===== src/rtl/reg_mux_pipe.sv =====
// Clock-enabled register chain with a runtime-selectable output tap.
// Latency changes drain the active stages so no sample is lost or duplicated.
module reg_mux_pipe #(
  parameter int WIDTH = 18,
  parameter int DEPTH = 4,
  parameter int LW    = $clog2(DEPTH + 1)
) (
  input  logic             CLK,
  input  logic             RST,
  input  logic             CE,
  input  logic             FLUSH,
  input  logic [LW-1:0]    LAT_SEL,
  input  logic             IN_VLD,
  input  logic [WIDTH-1:0] BLOCK_IN,
  output logic             IN_RDY,
  output logic             OUT_VLD,
  output logic [WIDTH-1:0] BLOCK_OUT,
  output logic             LAT_ERR
);

  typedef enum logic {RUN, DRAIN} state_t;

  state_t           state;
  state_t           state_nx;
  logic [LW-1:0]    lat_req;
  logic [LW-1:0]    lat_q;
  logic [LW-1:0]    lat_nx;
  logic             lat_oor;
  logic [WIDTH-1:0] d [DEPTH];
  logic [DEPTH-1:0] v;
  logic [DEPTH-1:0] act_msk;
  logic             drained;
  logic             accept;

  // Clamp the requested latency to the physical depth.
  always_comb begin
    lat_oor = LAT_SEL > LW'(DEPTH);
    lat_req = lat_oor ? LW'(DEPTH) : LAT_SEL;
  end

  // Drain is complete once no valid sample sits at or below the active tap.
  always_comb begin
    act_msk = '0;
    for (int k = 0; k < DEPTH; k++)
      act_msk[k] = int'(lat_q) > k;
    drained = (v & act_msk) == '0;
  end

  // Next-state logic: leave RUN on any latency mismatch, adopt it once drained.
  always_comb begin
    state_nx = state;
    lat_nx   = lat_q;
    unique case (state)
      RUN: begin
        if (lat_req != lat_q)
          state_nx = DRAIN;
      end
      DRAIN: begin
        if (drained) begin
          state_nx = RUN;
          lat_nx   = lat_req;
        end
      end
      default: state_nx = RUN;
    endcase
  end

  // Handshake: only accept while running at the requested latency.
  always_comb begin
    IN_RDY = (state == RUN) && (lat_req == lat_q);
    accept = IN_VLD & IN_RDY;
  end

  // State and active-latency registers; reset adopts the request directly.
  always_ff @(posedge CLK) begin
    if (RST) begin
      state <= RUN;
      lat_q <= lat_req;
    end else begin
      state <= state_nx;
      lat_q <= lat_nx;
    end
  end

  // Stage data and valid shift; FLUSH drops valids but keeps data.
  always_ff @(posedge CLK) begin
    if (RST) begin
      v <= '0;
      for (int k = 0; k < DEPTH; k++)
        d[k] <= '0;
    end else if (FLUSH) begin
      v <= '0;
    end else if (CE) begin
      d[0] <= BLOCK_IN;
      v[0] <= accept;
      for (int k = 1; k < DEPTH; k++) begin
        d[k] <= d[k-1];
        v[k] <= v[k-1];
      end
    end
  end

  // Sticky out-of-range latency flag.
  always_ff @(posedge CLK) begin
    if (RST)
      LAT_ERR <= 1'b0;
    else if (lat_oor)
      LAT_ERR <= 1'b1;
  end

  // Output tap: bypass at latency 0, otherwise the selected stage.
  always_comb begin
    BLOCK_OUT = BLOCK_IN;
    OUT_VLD   = accept;
    for (int k = 0; k < DEPTH; k++) begin
      if (lat_q == LW'(k + 1)) begin
        BLOCK_OUT = d[k];
        OUT_VLD   = v[k];
      end
    end
  end

endmodule


===== config.mk =====
export PLATFORM = sky130hd
export DESIGN_NAME = reg_mux_pipe
export DESIGN_NICKNAME = d
export VERILOG_FILES = /design/src/rtl/reg_mux_pipe.sv
export SDC_FILE = /design/constraint.sdc
export NUM_CORES = 1
export LEC_CHECK = 0
export ABC_AREA = 1
export CORE_MARGIN = 3
export CORE_UTILIZATION = 35
export DETAILED_ROUTE_END_ITERATION = 8
export SYNTH_ARGS = -nofsm -noshare
export SYNTH_HDL_FRONTEND = slang
export SYNTH_SLANG_ARGS = --single-unit
export TNS_END_PERCENT = 30

===== constraint.sdc =====
create_clock -name CLK -period 7.1 [get_ports CLK]
set_input_delay 1.42 -clock CLK [delete_from_list [all_inputs] [get_ports CLK]]
set_output_delay 1.42 -clock CLK [all_outputs]
set_load 0.02 [all_outputs]

==> flow_summary.ini, run 1 <==
[setup_path]
worst_r2r_endpoint = lat_q[0]
worst-r2r-cell-count = 5
critPathLaunchType = flip-flop
critPathBufInv = 2
slowest_stage = edfxtp_1
critPathTopFamily = simple AND/OR/NAND/NOR gates
path_class = reg2out
cpMostUsedCell = nand2_1
crit_chain = nor2_1, nand2_1, inv_1, nor2_1, nand2_1, nand2_1, clkdlybuf4s50_1
crit_fanout = 34
endpoint_kind = primary output
slowest_delay_ps = 920
reg2reg_slack_ps = 4920
worstPathArrival_ps = 3470
r2r-start = lat_q[0]
critPathRequiredTime_ps = 5680
worstSetupStartpoint = lat_q[0]

[synth]
synthesis.nets = 462
ys_ff_latch = 81
yosysSeqAreaShare_pct = 60.1
yosysUniqueCellTypes = 28
syn_area_per_cell_um2 = 9.05
syn_inst = 436
ys.warnings.count = 0
syn_area_um2 = 3950

[floorplan]
die-area_um2 = 12600
io-pin-count = 47
die_y_um = 112
floorplan.initialDensity_pct = 36.1
die_w_um = 112
core_um2 = 10900
placementRows = 38

[outcome]
status = completed

[cells_and_area]
fin_cells = 619
seq_area_um2 = 2370
utilization_pct = 43.9
multi_input_area_um2 = 1140
antenna_cells = 0
nNetsFinal = 500
nFillCells = 1047
areaGrowthSynthToFinish_pct = 21.6
drive_above_1_share_pct = 6.89

[global_routing]
grt_start_max_net_pins = 73
grt_pass1_vias = 2666
antenna_found_initial = 0
grt_usage_pct = 13.6
overflow = 0
grt_first_pass_wirelength_mm = 13.6

[clock_network]
path_clk_slew_ps = 60
cts_tree = built
htreeDepth = 3
cts_made_buffers = 9
cts_setup_buffers = 0
cts_num_sinks = 81
clockBufferDepth = 2
post_cts_resized = 0
ctsRootBufferMaster = clkbuf_16
clk_latency_ps = 340
ctsHoldBuffers = 0

[timing]
rsz0062_at_grt = false
timing.final.ws_setup_ps = 2210
clock_skew_ps = 9.96
tns_ps = 0
fin_hold_ws_ps = 456
period_share_pct = 68.9
fmaxAchievable_mhz = 204
slew_viol_final = 0
fin_crit_ps = 4890
hold_viol = 0
relSlewSlack_pct = 21.2
tightest_slew_ps = 1180
setup_viol = 0

[hold_path]
hold_end = LAT_ERR
hold_depth = 2
min_from = LAT_ERR
hp-class = reg2reg

[place]
pre_cts_ws_ps = 2220
dp.cells = 603
place.gp.congestion = 0.771
hpwl_mm = 5.17
io_buffers = 46

[pwr]
p_leak_nw = 1.97
powerDensity_nw_per_um2 = 259
vdd_drop_max_v = 0.000119

[route]
drc = 0
dr.pass1.iters = 4
viasPerCell = 4.65
drt_wl_total_mm = 8.27
detail-route-antenna-nets = 0
num_vias = 2880
wl_per_cell_um = 13.4
drt_iter0_markers = 128

[flow_run]
timing.max_cap.violations = 0
-- layout make-up --
type	instances	area share [%]
well taps	140	3.65
clock buffers	9	4.69
repair buffers	48	9.91
clock inverters	7	1.64
flip-flops and latches	81	49.5
inverters	87	6.91
multi-input cells	247	23.7
-- placed cells by master, fill, tap and decap left out, types with 2 or more instances in the layout --
cell / instances
nor2_1: 95
inv_1: 83
inv_6: 2
o21ai_0: 28
edfxtp_1: 75
inv_2: 3
buf_4: 2
a21oi_1: 9
o21ai_1: 25
a31oi_1: 18
clkdlybuf4s50_1: 46
dfxtp_1: 6
o22ai_1: 3
clkbuf_16: 9
nand2_2: 3
clkinvlp_4: 2
nor2_2: 2
nand2_1: 53
-- state kept, by name (all words and copies together) (netlist names) --
| signal | flops |
|---|---|
| d | 72 |
| v | 4 |
| lat_q | 3 |
| LAT_ERR | 1 |
| state | 1 |
-- metal layers --
layer	global-route usage, %	vias to the layer above	wire (um)
li1	-	1485	-
met1	18.6	1329	3920
met2	21.2	54	3930
met3	2.37	12	267
met4	6.01	0	156
met5	0	-	0
-- synth_stat cells --
cell type	n	share of area (%)
o211ai_1	1	0.19
nor2_8	1	0.51
nor3_1	1	0.13
buf_2	6	0.76
and2_1	1	0.16
o21ai_0	29	3.7
clkbuf_2	1	0.13
inv_1	83	7.9
o21ai_1	25	3.2
nand2_4	1	0.29
nand3_2	1	0.25
o22ai_1	3	0.48
nor2_1	95	9.0
nor2_2	2	0.32
edfxtp_1	75	57
nand3_1	1	0.13
a21oi_1	9	1.1
dfxtp_1	6	3.0
clkbuf_1	10	0.95
nand2_2	2	0.32
o21ai_2	1	0.22
nand2_1	54	5.1
a31oi_1	18	2.9
nor2_4	1	0.29
o221ai_1	1	0.22
buf_6	4	1.1
inv_2	3	0.29
inv_6	1	0.22
-- how the worst max path moves through the flow --
stage,to,cells after the start,slack [ps]
finish,OUT_VLD,7,2210
global route,OUT_VLD,7,1920
CTS,OUT_VLD,7,2190
detailed placement,OUT_VLD,11,2220
global placement,OUT_VLD,11,2320
floorplan,d[0][0],3,1660
-- tightest hold or removal path, delay by kind of cell, from the launching register on --
kind / cells / cell delay, ps
flops: 1 / 310
buf+inv: 1 / 50
compound gates: 1 / 50
-- cells by family (layout without fill, tap and decap cells) --
| group | count (synthesis) | after routing | share of synthesized area (%) |
|---|---|---|---|
| flip-flops | 81 | 81 | 60.1 |
| buffers and inverters | 108 | 151 | 11.4 |
| AND/OR/NAND/NOR | 160 | 160 | 16.5 |
| AO/OA/AOI/OAI | 87 | 87 | 12.0 |
-- report_power, final --
part / switching (mW) / total, mW / leakage, nW / internal (mW)
logic: 0.121 / 0.201 / 0.984 / 0.0801
clock network: 0.197 / 0.473 / 0.144 / 0.276
registers: 0.0158 / 0.569 / 0.842 / 0.553
total: 0.334 / 1.24 / 1.97 / 0.910
-- through the flow --
step	power (mW)	area, um^2
floorplan	0.699	3950
global placement	0.779	4490
detailed placement	0.782	4490
CTS	1.26	4800
global route	1.30	4800
finish	1.24	4800
No activity file was read; power rests on OpenSTA's default activity.
==> run 2: changes to the inputs <==
==> constraint.sdc (replaced) <==
create_clock -name CLK -period 4.8 [get_ports CLK]
set_input_delay 0.96 -clock CLK [delete_from_list [all_inputs] [get_ports CLK]]
set_output_delay 0.96 -clock CLK [all_outputs]
set_load 0.02 [all_outputs]
==> run 2 against run 1 <==
Net effect:
- first-iteration DRC count is 45% higher
- via count is 1.3% higher
- combinational power is 52% higher
- non-clock buffer count is 3 higher
- routed wire length is 1.1% higher
- largest cell class unchanged
==> flow_summary.ini, run 2 (synthesized netlist as in run 1, its figures left out) <==
[outcome]
status = completed

[cells_and_area]
drive_above_1_share_pct = 7.47
reg_top3 = d: 72 flops, v: 4 flops, lat_q: 3 flops
areaGrowthSynthToFinish_pct = 22.1
fin_cells = 622
final_cell_mix = nor2_1 (95), inv_1 (83), edfxtp_1 (75), nand2_1 (53), clkdlybuf4s50_1 (46)
antenna_cells = 0
nFillCells = 1077
regMostFlops = d
largest_reg_flops = 72
layout.cells.most_common = nor2_1
nNetsFinal = 503

[setup_path]
worstSetupStartpoint = LAT_SEL[0]
worstPathArrival_ps = 2960
crit_fanout = 5
critPathLaunchType = primary input
r2r-start = lat_q[2]
path_class = in2out
endpoint_kind = primary output
critPathRequiredTime_ps = 3840

[pwr]
p_clk_share_pct = 37.8
p_leak_nw = 1.99
seqPwrFrac_pct = 45.6
pwr-share-comb_pct = 16.7
p_int_mw = 1.35
p_total_mw = 1.84
vdd_drop_max_v = 0.000154
p_sw_uw = 490
p_sw_share_pct = 26.7
powerDensity_nw_per_um2 = 381

[timing]
fin_hold_ws_ps = 462
fin_crit_ps = 3920
rsz0062_at_grt = false
hold_viol = 0
setup_viol = 0
tns_ps = 0
period_share_pct = 81.6
slew_viol_final = 0
tightest_slew_ps = 936
relSlewSlack_pct = 37.6
clock_skew_ps = 8.87
fmaxAchievable_mhz = 255
timing.final.ws_setup_ps = 883

[place]
io_buffers = 46
hpwl_mm = 5.31
pre_cts_ws_ps = 879
place.gp.congestion = 0.777
dp.cells = 606

[route]
drt_wl_total_mm = 8.36
drc = 0
wl_per_cell_um = 13.4
detail-route-antenna-nets = 0
drt_iter0_markers = 186
viasPerCell = 4.69
dr.pass1.iters = 4
num_vias = 2917

[global_routing]
overflow = 0
grt_start_max_net_pins = 73
antenna_found_initial = 0
grt_usage_pct = 13.8
grt_first_pass_wirelength_mm = 13.8
grt_pass1_vias = 2746

[clock_network]
ctsHoldBuffers = 0
cts_setup_buffers = 0
htreeDepth = 3
path_clk_slew_ps = 60
clk_latency_ps = 340
cts_num_sinks = 81
ctsRootBufferMaster = clkbuf_16
cts_made_buffers = 9
post_cts_resized = 0
clockBufferDepth = 2
cts_tree = built

[floorplan]
floorplan.initialDensity_pct = 36.1
die-area_um2 = 12600
die_y_um = 112
io-pin-count = 47
placementRows = 38
core_um2 = 10900
die_w_um = 112

[flow_run]
timing.max_cap.violations = 0

[hold_path]
min_from = LAT_ERR
hp-class = reg2reg
run 2: cell type report:
type / instances / area [um^2] / share of cell area [%]
Clock buffer: 9 / 225 / 4.67
Inverter: 87 / 332 / 6.88
Tap cell: 140 / 175 / 3.64
Sequential cell: 81 / 2370 / 49.2
Timing Repair Buffer: 51 / 498 / 10.3
Clock inverter: 7 / 77.6 / 1.61
Multi-Input combinational cell: 247 / 1140 / 23.6
run 2: worst max-delay path, cell delays in order:
cell and delay, ps:
clkdlybuf4s50_1 470, o21ai_1 320, a21oi_1 130, nor2_2 120, nand3_2 80, nand2_1 60
nand2_1 50, nand2_1 60, nand2_1 50, nand2_1 50, clkdlybuf4s50_1 600
run 2: metal layers:
layer | vias up | track usage, % | wire [um]
met3 | 6 | 3.02 | 343
met4 | 0 | 4.65 | 92
met2 | 70 | 21.3 | 3990
met5 | - | 0 | 0
li1 | 1488 | - | -
met1 | 1353 | 19.2 | 3940
run 2: final timing paths:
| kind | endpoint | slack (ps) | cells past startpoint |
|---|---|---|---|
| worst max-delay path | OUT_VLD | 880 | 11 |
| worst max register to register | lat_q[2] | 2790 | 7 |
| worst min register to register | LAT_ERR | 460 | 2 |
| worst min-delay path | LAT_ERR | 460 | 2 |
run 2: power groups by stage:
stage	Sequential [mW]	Clock (mW)	Combinational, mW
6_report	0.837	0.693	0.306
5_1_grt	0.842	0.736	0.337
3_3_place_gp	0.851	0	0.307
3_5_place_dp	0.853	0	0.309
2_1_floorplan	0.850	0	0.182
4_1_cts	0.837	0.704	0.310
run 2: metrics by stage:
step / utilization (%) / cell area, um^2
after CTS: 44.1 / 4820
after detailed placement: 41.3 / 4520
final: 44.1 / 4820
after global routing: 44.1 / 4820
after floorplan: - / 3950
after global placement: 41.3 / 4520
==> run 3: changes to the inputs <==
==> constraint.sdc (replaced) <==
create_clock -name CLK -period 4.1 [get_ports CLK]
set_input_delay 0.82 -clock CLK [delete_from_list [all_inputs] [get_ports CLK]]
set_output_delay 0.82 -clock CLK [all_outputs]
set_load 0.02 [all_outputs]
==> run 3 against run 2 <==
Net effect:
- critical path depth is the same
- largest cell class unchanged
- highest routed layer unchanged
- via count shrank 2.8%
- count of clock-buffer cells in the layout grew 2
- critical path type unchanged
- largest power group unchanged
==> flow_summary.ini, run 3 (synthesized netlist as in run 1, its figures left out) <==
[floorplan]
die_w_um = 112
die_y_um = 112
core_um2 = 10900
placementRows = 38
io-pin-count = 47
floorplan.initialDensity_pct = 36.1
die-area_um2 = 12600

[setup_path]
crit_fanout = 5
endpoint_kind = primary output
worstPathArrival_ps = 2840
path_class = in2out
critPathRequiredTime_ps = 3280
critPathLaunchType = primary input

[timing]
tightest_slew_ps = 767
relSlewSlack_pct = 48.7
clock_skew_ps = 3.62
slew_viol_final = 0
setup_viol = 0
period_share_pct = 89.3
fin_crit_ps = 3660
rsz0062_at_grt = false
hold_viol = 0
tns_ps = 0
fmaxAchievable_mhz = 273

[global_routing]
overflow = 0
grt_usage_pct = 13.7
antenna_found_initial = 0
grt_pass1_vias = 2728
grt_first_pass_wirelength_mm = 13.7
grt_start_max_net_pins = 73

[clock_network]
ctsHoldBuffers = 0
cts_setup_buffers = 0
clk_latency_ps = 330
cts_tree = built
cts_made_buffers = 9
ctsRootBufferMaster = clkbuf_16
clockBufferDepth = 2
post_cts_resized = 0
cts_num_sinks = 81
path_clk_slew_ps = 50
htreeDepth = 3

[cells_and_area]
areaGrowthSynthToFinish_pct = 21.0
fin_cells = 618
largest_reg_flops = 72
drive_above_1_share_pct = 6.07
final_cell_mix = nor2_1 (95), inv_1 (83), edfxtp_1 (75), nand2_1 (53), clkdlybuf4s50_1 (46)
reg_top3 = d: 72 flops, v: 4 flops, lat_q: 3 flops
layout.cells.most_common = nor2_1
antenna_cells = 0
nNetsFinal = 502
regMostFlops = d

[pwr]
p_total_mw = 2.03
vdd_drop_max_v = 0.000184
p_leak_nw = 1.97
powerDensity_nw_per_um2 = 424

[route]
detail-route-antenna-nets = 0
drt_wl_total_mm = 8.15
drt_iter0_markers = 190
num_vias = 2835
wl_per_cell_um = 13.2
dr.pass1.iters = 5
viasPerCell = 4.59
drc = 0

[place]
place.gp.congestion = 0.808
hpwl_mm = 5.31
io_buffers = 46
dp.cells = 605

[flow_run]
timing.max_cap.violations = 0

[outcome]
status = completed

[hold_path]
hp-class = reg2reg
run 3: final timing paths:
| kind | from | endpoint | slack [ps] | cells past startpoint |
|---|---|---|---|---|
| setup / recovery | LAT_SEL[0] | OUT_VLD | 440 | 11 |
| hold / removal | LAT_ERR | LAT_ERR | 460 | 2 |
| setup reg to reg | lat_q[0] | lat_q[2] | 2010 | 6 |
| hold reg to reg | LAT_ERR | LAT_ERR | 460 | 2 |
run 3: per-layer routing:
| layer | track usage [%] | vias to the layer above | part of all wire (%) |
|---|---|---|---|
| met3 | 2.75 | 15 | 4.6 |
| met5 | 0 | - | 0 |
| met2 | 20.6 | 62 | 46 |
| met4 | 6.81 | 0 | 2.5 |
| li1 | - | 1476 | - |
| met1 | 18.9 | 1282 | 47 |
run 3: cell type report:
type	count	area (um^2)
sequential	81	2370
clock inverter	2	8.76
fill	1096	6160
tap	140	175
inverter	87	332
clock buffer	11	233
multi-input combinational	247	1140
timing repair buffer	50	515
run 3: worst max-delay path: stages:
cell	delay, ps
clkdlybuf4s50_1	480
o21ai_1	320
a21oi_1	130
nor2_2	130
nand3_2	80
nand2_1	60
nand2_1	60
nand2_1	50
nand2_1	50
nand2_1	50
clkdlybuf4s50_1	600
run 3: report_power, final:
part | internal (mW) | switching (mW) | leakage (nW)
clock | 0.397 | 0.291 | 0.119
combinational | 0.143 | 0.213 | 1.00
sequential | 0.959 | 0.0225 | 0.842
run 3: metrics by stage:
stage / setup WS [ps] / utilization [%] / hold WS [ps] / instance area (um^2)
2_1_floorplan: 644 / - / 453 / 3950
4_1_cts: 443 / 43.7 / 468 / 4770
6_report: 440 / 43.7 / 463 / 4770
3_5_place_dp: 459 / 41.5 / 455 / 4530
5_1_grt: 233 / 43.7 / 495 / 4770
3_3_place_gp: 489 / 41.5 / 456 / 4530
